<file path="src/rtl/ps2_kbd_rx_if.sv">
// Key event bus from the PS/2 receiver to the CPC input block.
// Latency: n/a (wiring only).
// Backpressure: none; events are one-cycle strobes with held data fields.
interface ps2_kbd_rx_if;
  logic       key_strobe;
  logic       key_pressed;
  logic       key_extended;
  logic [7:0] key_code;
  logic       frame_err;

  modport master (
    output key_strobe,
    output key_pressed,
    output key_extended,
    output key_code,
    output frame_err
  );

  modport slave (
    input key_strobe,
    input key_pressed,
    input key_extended,
    input key_code,
    input frame_err
  );
endinterface

</file>
<file path="src/rtl/ps2_kbd_rx.sv">
// PS/2 keyboard receiver: conditions ps2_clk/ps2_data, frames bytes, decodes set-2 prefixes into key events.
// Latency: key_strobe 1 clk after the stop-bit sample; 2 sync + FILTER_LEN clk from a ps2_clk fall to that sample.
// Backpressure: none; events and frame errors are one-cycle pulses that downstream must take.
module ps2_kbd_rx #(
  parameter int FILTER_LEN = 8,
  parameter int TIMEOUT    = 60000
) (
  input  logic         clk,
  input  logic         reset,
  input  logic         ps2_clk,
  input  logic         ps2_data,
  ps2_kbd_rx_if.master evt
);

  localparam int FW = $clog2(FILTER_LEN + 1);
  localparam int TW = $clog2(TIMEOUT + 1);

  typedef enum logic [2:0] {
    ST_IDLE,
    ST_EXT,
    ST_BRK,
    ST_EXT_BRK,
    ST_SKIP
  } state_t;

  // ---------------------------------------------------------------
  // Input conditioning
  // ---------------------------------------------------------------
  logic          clk_s1, clk_s2, dat_s1, dat_s2;
  logic          filt_clk;
  logic [FW-1:0] filt_cnt;
  logic          filt_done;
  logic          sample_evt;

  // Two-flop synchronisers; idle PS/2 lines are high, so reset to 1.
  always_ff @(posedge clk or negedge reset) begin
    if (!reset) begin
      clk_s1 <= 1'b1;
      clk_s2 <= 1'b1;
      dat_s1 <= 1'b1;
      dat_s2 <= 1'b1;
    end else begin
      clk_s1 <= ps2_clk;
      clk_s2 <= clk_s1;
      dat_s1 <= ps2_data;
      dat_s2 <= dat_s1;
    end
  end

  // FILTER_LEN-th consecutive differing sample is being seen this cycle.
  assign filt_done  = (clk_s2 != filt_clk) && (filt_cnt == FW'(FILTER_LEN - 1));
  // A high-to-low transition of the filtered clock is the bit sample point.
  assign sample_evt = filt_done && filt_clk;

  // Glitch filter: the filtered level only follows a stable run of new samples.
  always_ff @(posedge clk or negedge reset) begin
    if (!reset) begin
      filt_clk <= 1'b1;
      filt_cnt <= '0;
    end else if (clk_s2 == filt_clk) begin
      filt_cnt <= '0;
    end else if (filt_done) begin
      filt_clk <= clk_s2;
      filt_cnt <= '0;
    end else begin
      filt_cnt <= filt_cnt + FW'(1);
    end
  end

  // ---------------------------------------------------------------
  // Frame receiver
  // ---------------------------------------------------------------
  logic [3:0]    bitcnt;
  logic [7:0]    shreg;
  logic          par_bit;
  logic [TW-1:0] to_cnt;
  logic          timeout_hit;
  logic          frame_ok;
  logic          byte_valid;
  logic          byte_bad;

  // Odd parity over data+parity, and the stop bit (sampled now) must be 1.
  assign frame_ok    = (^{shreg, par_bit}) && dat_s2;
  assign byte_valid  = sample_evt && (bitcnt == 4'd10) && frame_ok;
  assign byte_bad    = sample_evt && (bitcnt == 4'd10) && !frame_ok;
  assign timeout_hit = (bitcnt != 4'd0) && (to_cnt == TW'(TIMEOUT));

  // Bit sequencing; a sample event takes priority over a simultaneous timeout.
  always_ff @(posedge clk or negedge reset) begin
    if (!reset) begin
      bitcnt  <= 4'd0;
      shreg   <= 8'h00;
      par_bit <= 1'b0;
    end else if (sample_evt) begin
      case (bitcnt)
        4'd0:    if (!dat_s2) bitcnt <= 4'd1;
        4'd9: begin
          par_bit <= dat_s2;
          bitcnt  <= 4'd10;
        end
        4'd10:   bitcnt <= 4'd0;
        default: begin
          shreg  <= {dat_s2, shreg[7:1]};
          bitcnt <= bitcnt + 4'd1;
        end
      endcase
    end else if (timeout_hit) begin
      bitcnt <= 4'd0;
    end
  end

  // Saturating idle counter, cleared at every sample event.
  always_ff @(posedge clk or negedge reset) begin
    if (!reset) begin
      to_cnt <= '0;
    end else if (sample_evt) begin
      to_cnt <= '0;
    end else if (to_cnt != TW'(TIMEOUT)) begin
      to_cnt <= to_cnt + TW'(1);
    end
  end

  // ---------------------------------------------------------------
  // Scancode decoder
  // ---------------------------------------------------------------
  state_t     state, state_nxt;
  logic [2:0] skip_cnt, skip_nxt;
  logic       emit;
  logic       emit_pressed;
  logic       emit_ext;
  logic       byte_ignored;

  // Controller responses and error codes carry no key information.
  assign byte_ignored = shreg inside {8'h00, 8'hAA, 8'hEE, 8'hFA, 8'hFC, 8'hFD, 8'hFE, 8'hFF};

  // Decoder state register.
  always_ff @(posedge clk or negedge reset) begin
    if (!reset) begin
      state    <= ST_IDLE;
      skip_cnt <= 3'd0;
    end else begin
      state    <= state_nxt;
      skip_cnt <= skip_nxt;
    end
  end

  // Prefix tracking and event generation on each received byte.
  always_comb begin
    state_nxt    = state;
    skip_nxt     = skip_cnt;
    emit         = 1'b0;
    emit_pressed = !((state == ST_BRK) || (state == ST_EXT_BRK));
    emit_ext     = (state == ST_EXT) || (state == ST_EXT_BRK);
    if (byte_bad) begin
      state_nxt = ST_IDLE;
    end else if (byte_valid) begin
      if (state == ST_SKIP) begin
        skip_nxt = skip_cnt - 3'd1;
        if (skip_cnt <= 3'd1) state_nxt = ST_IDLE;
      end else begin
        case (shreg)
          8'hE0: state_nxt = (state == ST_EXT_BRK) ? ST_EXT_BRK : ST_EXT;
          8'hF0: begin
            if (state == ST_IDLE)     state_nxt = ST_BRK;
            else if (state == ST_EXT) state_nxt = ST_EXT_BRK;
            else                      state_nxt = ST_IDLE;
          end
          8'hE1: begin
            if (state == ST_IDLE) begin
              state_nxt = ST_SKIP;
              skip_nxt  = 3'd7;
            end else begin
              state_nxt = ST_IDLE;
            end
          end
          default: begin
            if (!((state == ST_IDLE) && byte_ignored)) emit = 1'b1;
            state_nxt = ST_IDLE;
          end
        endcase
      end
    end
  end

  // ---------------------------------------------------------------
  // Registered outputs
  // ---------------------------------------------------------------
  logic       key_strobe_q, key_pressed_q, key_extended_q, frame_err_q;
  logic [7:0] key_code_q;

  // Strobes pulse for one cycle; event fields hold until the next strobe.
  always_ff @(posedge clk or negedge reset) begin
    if (!reset) begin
      key_strobe_q   <= 1'b0;
      key_pressed_q  <= 1'b0;
      key_extended_q <= 1'b0;
      key_code_q     <= 8'h00;
      frame_err_q    <= 1'b0;
    end else begin
      key_strobe_q <= emit;
      frame_err_q  <= byte_bad;
      if (emit) begin
        key_pressed_q  <= emit_pressed;
        key_extended_q <= emit_ext;
        key_code_q     <= shreg;
      end
    end
  end

  assign evt.key_strobe   = key_strobe_q;
  assign evt.key_pressed  = key_pressed_q;
  assign evt.key_extended = key_extended_q;
  assign evt.key_code     = key_code_q;
  assign evt.frame_err    = frame_err_q;

endmodule

</file>
<file path="src/flat_wrapper.sv">
// flat-port wrapper written by rule: the top's interface ports become plain ports
module ps2_kbd_rx_flat 
#(
  parameter int FILTER_LEN = 8,
  parameter int TIMEOUT    = 60000
)
  (clk, reset, ps2_clk, ps2_data, evt_key_strobe, evt_key_pressed, evt_key_extended, evt_key_code, evt_frame_err);
  ps2_kbd_rx_if evt_i ();
  input  logic clk;
  input  logic reset;
  input  logic ps2_clk;
  input  logic ps2_data;
  output wire logic [$bits(evt_i.key_strobe)-1:0] evt_key_strobe;
  output wire logic [$bits(evt_i.key_pressed)-1:0] evt_key_pressed;
  output wire logic [$bits(evt_i.key_extended)-1:0] evt_key_extended;
  output wire logic [$bits(evt_i.key_code)-1:0] evt_key_code;
  output wire logic [$bits(evt_i.frame_err)-1:0] evt_frame_err;
  assign evt_key_strobe = evt_i.key_strobe;
  assign evt_key_pressed = evt_i.key_pressed;
  assign evt_key_extended = evt_i.key_extended;
  assign evt_key_code = evt_i.key_code;
  assign evt_frame_err = evt_i.frame_err;
  ps2_kbd_rx #(.FILTER_LEN(FILTER_LEN), .TIMEOUT(TIMEOUT)) u_core (.clk(clk), .reset(reset), .ps2_clk(ps2_clk), .ps2_data(ps2_data), .evt(evt_i));
endmodule
</file>
<file path="config.mk">
export PLATFORM = sky130hd
export DESIGN_NAME = ps2_kbd_rx_flat
export DESIGN_NICKNAME = d
export VERILOG_FILES = /design/src/rtl/ps2_kbd_rx_if.sv /design/src/rtl/ps2_kbd_rx.sv /design/src/flat_wrapper.sv
export SDC_FILE = /design/constraint.sdc
export NUM_CORES = 1
export LEC_CHECK = 0
export BUFFER_PORTS_ARGS = -buffer_cell sky130_fd_sc_hd__buf_2
export CORE_ASPECT_RATIO = 0.6
export CORE_UTILIZATION = 30
export DETAILED_ROUTE_END_ITERATION = 12
export PLACE_DENSITY = 0.5
export SETUP_SLACK_MARGIN = 0.2
export SYNTH_ARGS = -nofsm -noshare
export SYNTH_HDL_FRONTEND = slang
export SYNTH_SLANG_ARGS = --single-unit
</file>
<file path="constraint.sdc">
create_clock -name clk -period 3.35 [get_ports clk]
set_clock_uncertainty 0.2 [all_clocks]
set_input_delay 0.1675 -clock clk [delete_from_list [all_inputs] [get_ports clk]]
set_output_delay 0.1675 -clock clk [all_outputs]
set_load 0.1 [all_outputs]
</file>
-- Word level (Yosys, flattened, before mapping)
Cells that the tools add are included.
Widths: inputs -> output; s select.
- add/sub/neg operators: 4
- multiply operators: 0
- divide/modulo/power cells: 0
- order comparisons: 1
- equal/unequal tests: 23
- shifts and indexed selects: 0
- mux-type cells: 25
- bitwise logic cells: 3
- reduce and logical (&&, ||, !) cells: 31
- operator list (operator ; number):
    $eq 8x8->1 const B ; 10
    $mux 16 ; 2
    $mux 3 ; 9
    $mux 4 ; 5
    $add 16x1->16 const B ; 1
    $eq 16x16->1 const B ; 1
    $ne 16x16->1 const B ; 1
    $pmux 4 s3 ; 1
    $reduce_and 2->1 ; 5
    $reduce_bool 2->1 ; 5
    $pmux 3 s3 ; 1
    $reduce_xor 9->1 ; 1
    $add 4x1->4 const B ; 2
    $eq 4x4->1 const B ; 2
    $logic_and 1x1->1 ; 8
    $logic_not 8->1 ; 1
    $reduce_bool 8->1 ; 1
    $eq 3x2->1 const B ; 2
    $reduce_or 3->1 ; 2
    $mux 1 ; 5
    $eq 4x3->1 const B ; 1
    $logic_not 4->1 ; 1
    $mux 2 ; 2
    $reduce_and 4->1 ; 1
    other kinds (13) ; 17
- flip-flop bits (word level): 56
- bits in latches: 0
- RAM bits: 0
- bits in read-only memories: 0
- word-level logic and storage cells: 104
- memories kept: 0

-- Depth between registers and ports, before layout
- word-level depth: 8
- depth in mapped cells: 8
- gate-level depth less buffers: 8

-- Worst setup path before layout
No wires, ideal clock.
- path kind: register to register
- start: register u_core.shreg[1]
- end: register u_core.key_code_q[0] (netlist: u_core.evt.key_code[0])
- library setup time: 0.125 ns
- arrival time: 2.185 ns
- slack: 0.839 ns
- stages on the path, launching flop included: 8
- path buffers: 1
- clock period less this slack: 2.511 ns
- path through: dfrtp_1 > xnor2_1 > xnor3_1 > xnor2_2 > nand2_2 > nor4_2 > buf_4 > mux2_2
- word-level cells in the longest chain between the ends: 8
- ends and longest elaborated chain (element ; line ; text):
    from (decl) ; ps2_kbd_rx.sv:74 ; logic [7:0] shreg;
    from (signal assigned) ; ps2_kbd_rx.sv:103 ; shreg <= {dat_s2, shreg[7:1]};
    $eq 8x8->1 / $logic_not 8->1 (equally long branches) ; ps2_kbd_rx.sv:134 ; assign byte_ignored = shreg inside {8'h00, 8'hAA, 8'hEE, 8'hFA, 8'hFC, 8'hFD, 8'hFE, 8'hFF};
    $reduce_bool 8->1 ; ps2_kbd_rx.sv:134 ;
    $logic_and 1x1->1 ; ps2_kbd_rx.sv:177 ; if (!((state == ST_IDLE) && byte_ignored)) emit = 1'b1;
    $mux 1 ; ps2_kbd_rx.sv:177 ;
    $mux 1 ; ps2_kbd_rx.sv:161 ; case (shreg)
    $mux 1 ; ps2_kbd_rx.sv:157 ; if (state == ST_SKIP) begin
    $mux 1 ; ps2_kbd_rx.sv:156 ; end else if (byte_valid) begin
    $mux 1 (*) ; ps2_kbd_rx.sv:154 ; if (byte_bad) begin
    net u_core.emit ; ps2_kbd_rx.sv:128 ; logic emit;
    to (signal assigned) ; ps2_kbd_rx.sv:205 ; key_code_q <= shreg;
    to (decl) ; ps2_kbd_rx.sv:189 ; logic [7:0] key_code_q;
The timed path passes the listed nets; every way through them passes the cells marked *.
A chain may end at the register's enable or synchronous reset.

-- Final worst setup path
- start: register u_core.shreg[1]
- end: register u_core.key_extended_q (netlist: u_core.evt.key_extended)
- word-level cells in the longest chain between the ends: 8
- ends and longest elaborated chain (element ; line ; text):
    $eq 8x8->1 / $logic_not 8->1 (equally long branches) ; ps2_kbd_rx.sv:134 ;
    $reduce_bool 8->1 ; ps2_kbd_rx.sv:134 ;
    $logic_and 1x1->1 ; ps2_kbd_rx.sv:177 ;
    $mux 1 ; ps2_kbd_rx.sv:177 ;
    $mux 1 ; ps2_kbd_rx.sv:161 ;
    $mux 1 ; ps2_kbd_rx.sv:157 ;
    $mux 1 ; ps2_kbd_rx.sv:156 ;
    $mux 1 (*) ; ps2_kbd_rx.sv:154 ;
    to (signal assigned) ; ps2_kbd_rx.sv:204 ; key_extended_q <= emit_ext;
    to (decl) ; ps2_kbd_rx.sv:188 ; logic key_strobe_q, key_pressed_q, key_extended_q, frame_err_q;
Every way passes the cells marked *; elsewhere a longest branch is shown, timed or not.

==> impl_metrics.toml <==
[run_status]
outcome = "finished clean"

[clock_network]
clk_latency_ps = 290
cts_inserted_buffers = 5
cts_tree = "built"
cts.sinks = 56
cts_resized = 0
clk_pin_slew_ps = 70
clock_path_buffers = 2
ctsHtreeMaxLevel = 2
cts-root-buf = "clkbuf_16"

[synthesis]
syn_inst = 263
yosysMostFrequentCell = "dfrtp_1"
synth-xor-area-share_pct = 7.10
synthTopCellsByArea = "dfrtp_1 (46%), mux2_2 (8.1%), dfstp_2 (4.7%)"
ys_ff_latch = 56
ys_seq_area_share_pct = 50.9
synthFlopType = "dfrtp_1"
synth_top_family_by_area = "simple AND/OR/NAND/NOR gates"
synth_common_cells = "dfrtp_1 (51), nor2_1 (28), mux2_2 (20), nand2_1 (16)"
synthesis.area_mm2 = 0.00277
ys_types = 44
synth_edf_count = 0
synth_compound_area_share_pct = 7.64
async_reset_ff_share_pct = 100
synth_warnings = 0
synth_top_cell_area_share_pct = 46.1
synthMuxAreaShare_pct = 8.86
yosys.area.top_type = "dfrtp_1"
synthAdderAreaFrac_pct = 4.07
synth_nets = 276
synthSimpleGateAreaFrac_pct = 18.0
synth.avg_cell_area_um2 = 10.5

[layout]
postLayoutCoreUtil_pct = 36.3
syn_to_final_growth_pct = 14.4
instances_no_fill = 396
final_nets = 296
nFillCells = 857
drive_gt1_share_pct = 20.1
diodes = 0

[critical_path]
cp.arrival_ps = 2620
r2r-end = "u_core.evt.key_extended"
worstPathCellList = "xnor2_1 > xnor3_1 > xnor2_2 > nand2_2 > nor4_2 > buf_4 > mux2_2"
r2r_start = "u_core.shreg[1]"
cp-end-kind = "flip-flop"
slowest_stage = "xnor3_1"
path_buf_inv = 1
crit_fanout = 11
path_class = "reg -> reg"
rrSetupSlack_ps = 710
cp.required_ps = 3320
r2r_cells = 7
cpPeakStageDelay_ps = 460
startpoint_type = "flip-flop"
crit_family = "XOR/XNOR gates"

[route]
totalWireLength_mm = 5.05
via_count = 1859
viasPerCell = 4.69
drtAntennaViolNets = 0
drt_iter0_drc = 129
drc = 0
drt_first_pass_iters = 4
wire_per_inst_um = 12.8

[sta]
setup_viol = 0
final_hold_viol_count = 0
fmax_mhz = 379
worst_slew_pin_slew_ps = 994
rsz0062_at_grt = "false"
fin_crit_sh_pct = 78.8
min_period_ps = 2640
maxSlewViolCount = 0
relSlewSlack_pct = 33.7
fin_setup_tns_ps = 0

[placement]
globalplace.congestion = 0.724
numPortBuffers = 15
dp_cells = 385
place_hpwl_mm = 3.56

[die]
die_w_um = 126
start_util_pct = 31.7
dieArea_mm2 = 0.00962
die_h_um = 76.4
core_mm2 = 0.00872
num_rows = 26
io_pins = 16

[pwr]
ir_drop_uv = 193
cellPowerDensity_mw_per_mm2 = 467
leakagePower_nw = 1.48

[flow_run]
drv_cap = 0

[worst_hold_path]
hp-class = "reg -> reg"
hold_depth = 0
min_to = "u_core.clk_s2"
hp-start = "u_core.clk_s1"

[global_route]
grt_antenna_before_repair = 0
grt_pass1_wl_mm = 9.17
grt-ovfl-total = 0
grt_max_degree = 46
grt_pass1_vias = 1807
grtUsageTotal_pct = 11.9
layer usage:
metal	vias up	part of all wire [%]	global-route usage, %
met1	880	59	19.3
met2	17	37	15.1
li1	958	-	-
met4	0	1.2	3.61
met5	-	0	0
met3	4	2.8	2.67
logic make-up (layout without fill, tap and decap cells):
| kind of cell | count (synthesis) | count (layout) |
|---|---|---|
| simple gates | 97 | 97 |
| flops | 56 | 56 |
| compound gates | 35 | 35 |
| buf+inv | 24 | 45 |
| mux | 22 | 22 |
| xor+xnor | 20 | 20 |
| fa+ha+maj | 9 | 9 |
metrics by stage:
| stage | setup slack [ps] | total power, mW | hold slack, ps | area, um2 |
|---|---|---|---|---|
| 4_1_cts | 694 | 1.50 | 157 | 3170 |
| 3_3_place_gp | 731 | 0.912 | 73.7 | 2970 |
| 6_report | 709 | 1.48 | 156 | 3170 |
| 2_1_floorplan | 839 | 0.871 | -328 | 2770 |
| 5_1_grt | 556 | 1.56 | 159 | 3170 |
| 3_5_place_dp | 710 | 0.913 | 73.7 | 2970 |
sequential cells by signal, indices dropped and copies added (netlist names):
| signal | cells |
|---|---|
| u_core.evt.key_extended | 1 |
| u_core.bitcnt | 4 |
| u_core.par_bit | 1 |
| u_core.evt.key_pressed | 1 |
| u_core.skip_cnt | 3 |
| u_core.to_cnt | 16 |
| u_core.evt.key_code | 8 |
| u_core.clk_s2 | 1 |
| u_core.evt.frame_err | 1 |
| u_core.dat_s2 | 1 |
| u_core.clk_s1 | 1 |
| u_core.filt_clk | 1 |
| u_core.filt_cnt | 4 |
| u_core.shreg | 8 |
| u_core.state | 3 |
| u_core.dat_s1 | 1 |
| u_core.evt.key_strobe | 1 |
worst max path at each step:
stage / from / end / slack [ps] / depth (start not counted)
finish: u_core.shreg[1] / u_core.evt.key_extended / 710 / 7
global route: u_core.shreg[1] / u_core.evt.key_extended / 560 / 7
CTS: u_core.shreg[1] / u_core.evt.key_extended / 690 / 7
detailed placement: u_core.shreg[1] / u_core.evt.key_extended / 710 / 7
global placement: u_core.shreg[1] / u_core.evt.key_code[6] / 730 / 7
floorplan: u_core.shreg[1] / u_core.evt.key_code[0] / 840 / 7
worst register-to-register path, delay by kind of cell, from the launching register on:
family / cells / cell delay [ps]
xor gates and xnor gates: 3 / 890
DFF: 1 / 450
and+or+nand+nor: 2 / 410
muxes: 1 / 350
buffers and inverters: 1 / 230
placed cells by master, fill, tap and decap left out, drive strengths merged, types with 3 or more instances in the layout:
cell type	instances
or4	3
mux2	20
nand2	17
nor3	9
nor2	28
xnor2	12
buf	19
xor2	7
dlygate4sd3	3
dfstp	5
clkbuf	6
dfrtp	51
inv	15
a21oi	12
ha	9
nand3b	3
nor4	5
or3	5
o21ai	10
nand3	15
power by group:
group          internal, mW  leakage (nW)  switching [mW]
Combinational        0.0562         0.653          0.0607
Clock                 0.352        0.0808           0.226
Sequential            0.731         0.749          0.0506
Total                  1.14          1.48           0.337
layout make-up:
class	count	area, um2	share of cell area [%]
Tap cell	112	140	4.43
Inverter	15	56.3	1.78
Sequential cell	56	1410	44.5
Clock buffer	6	129	4.07
Timing Repair Buffer	22	135	4.27
Clock inverter	2	35.0	1.11
Multi-Input combinational cell	183	1260	39.9
what timing repair did:
item | CTS | global route
setup buffers | 0 | 0
endpoints found under the hold margin | 43 | 0
hold buffers | 3 | 0
Note: power is estimated with default switching activity, not from simulation.
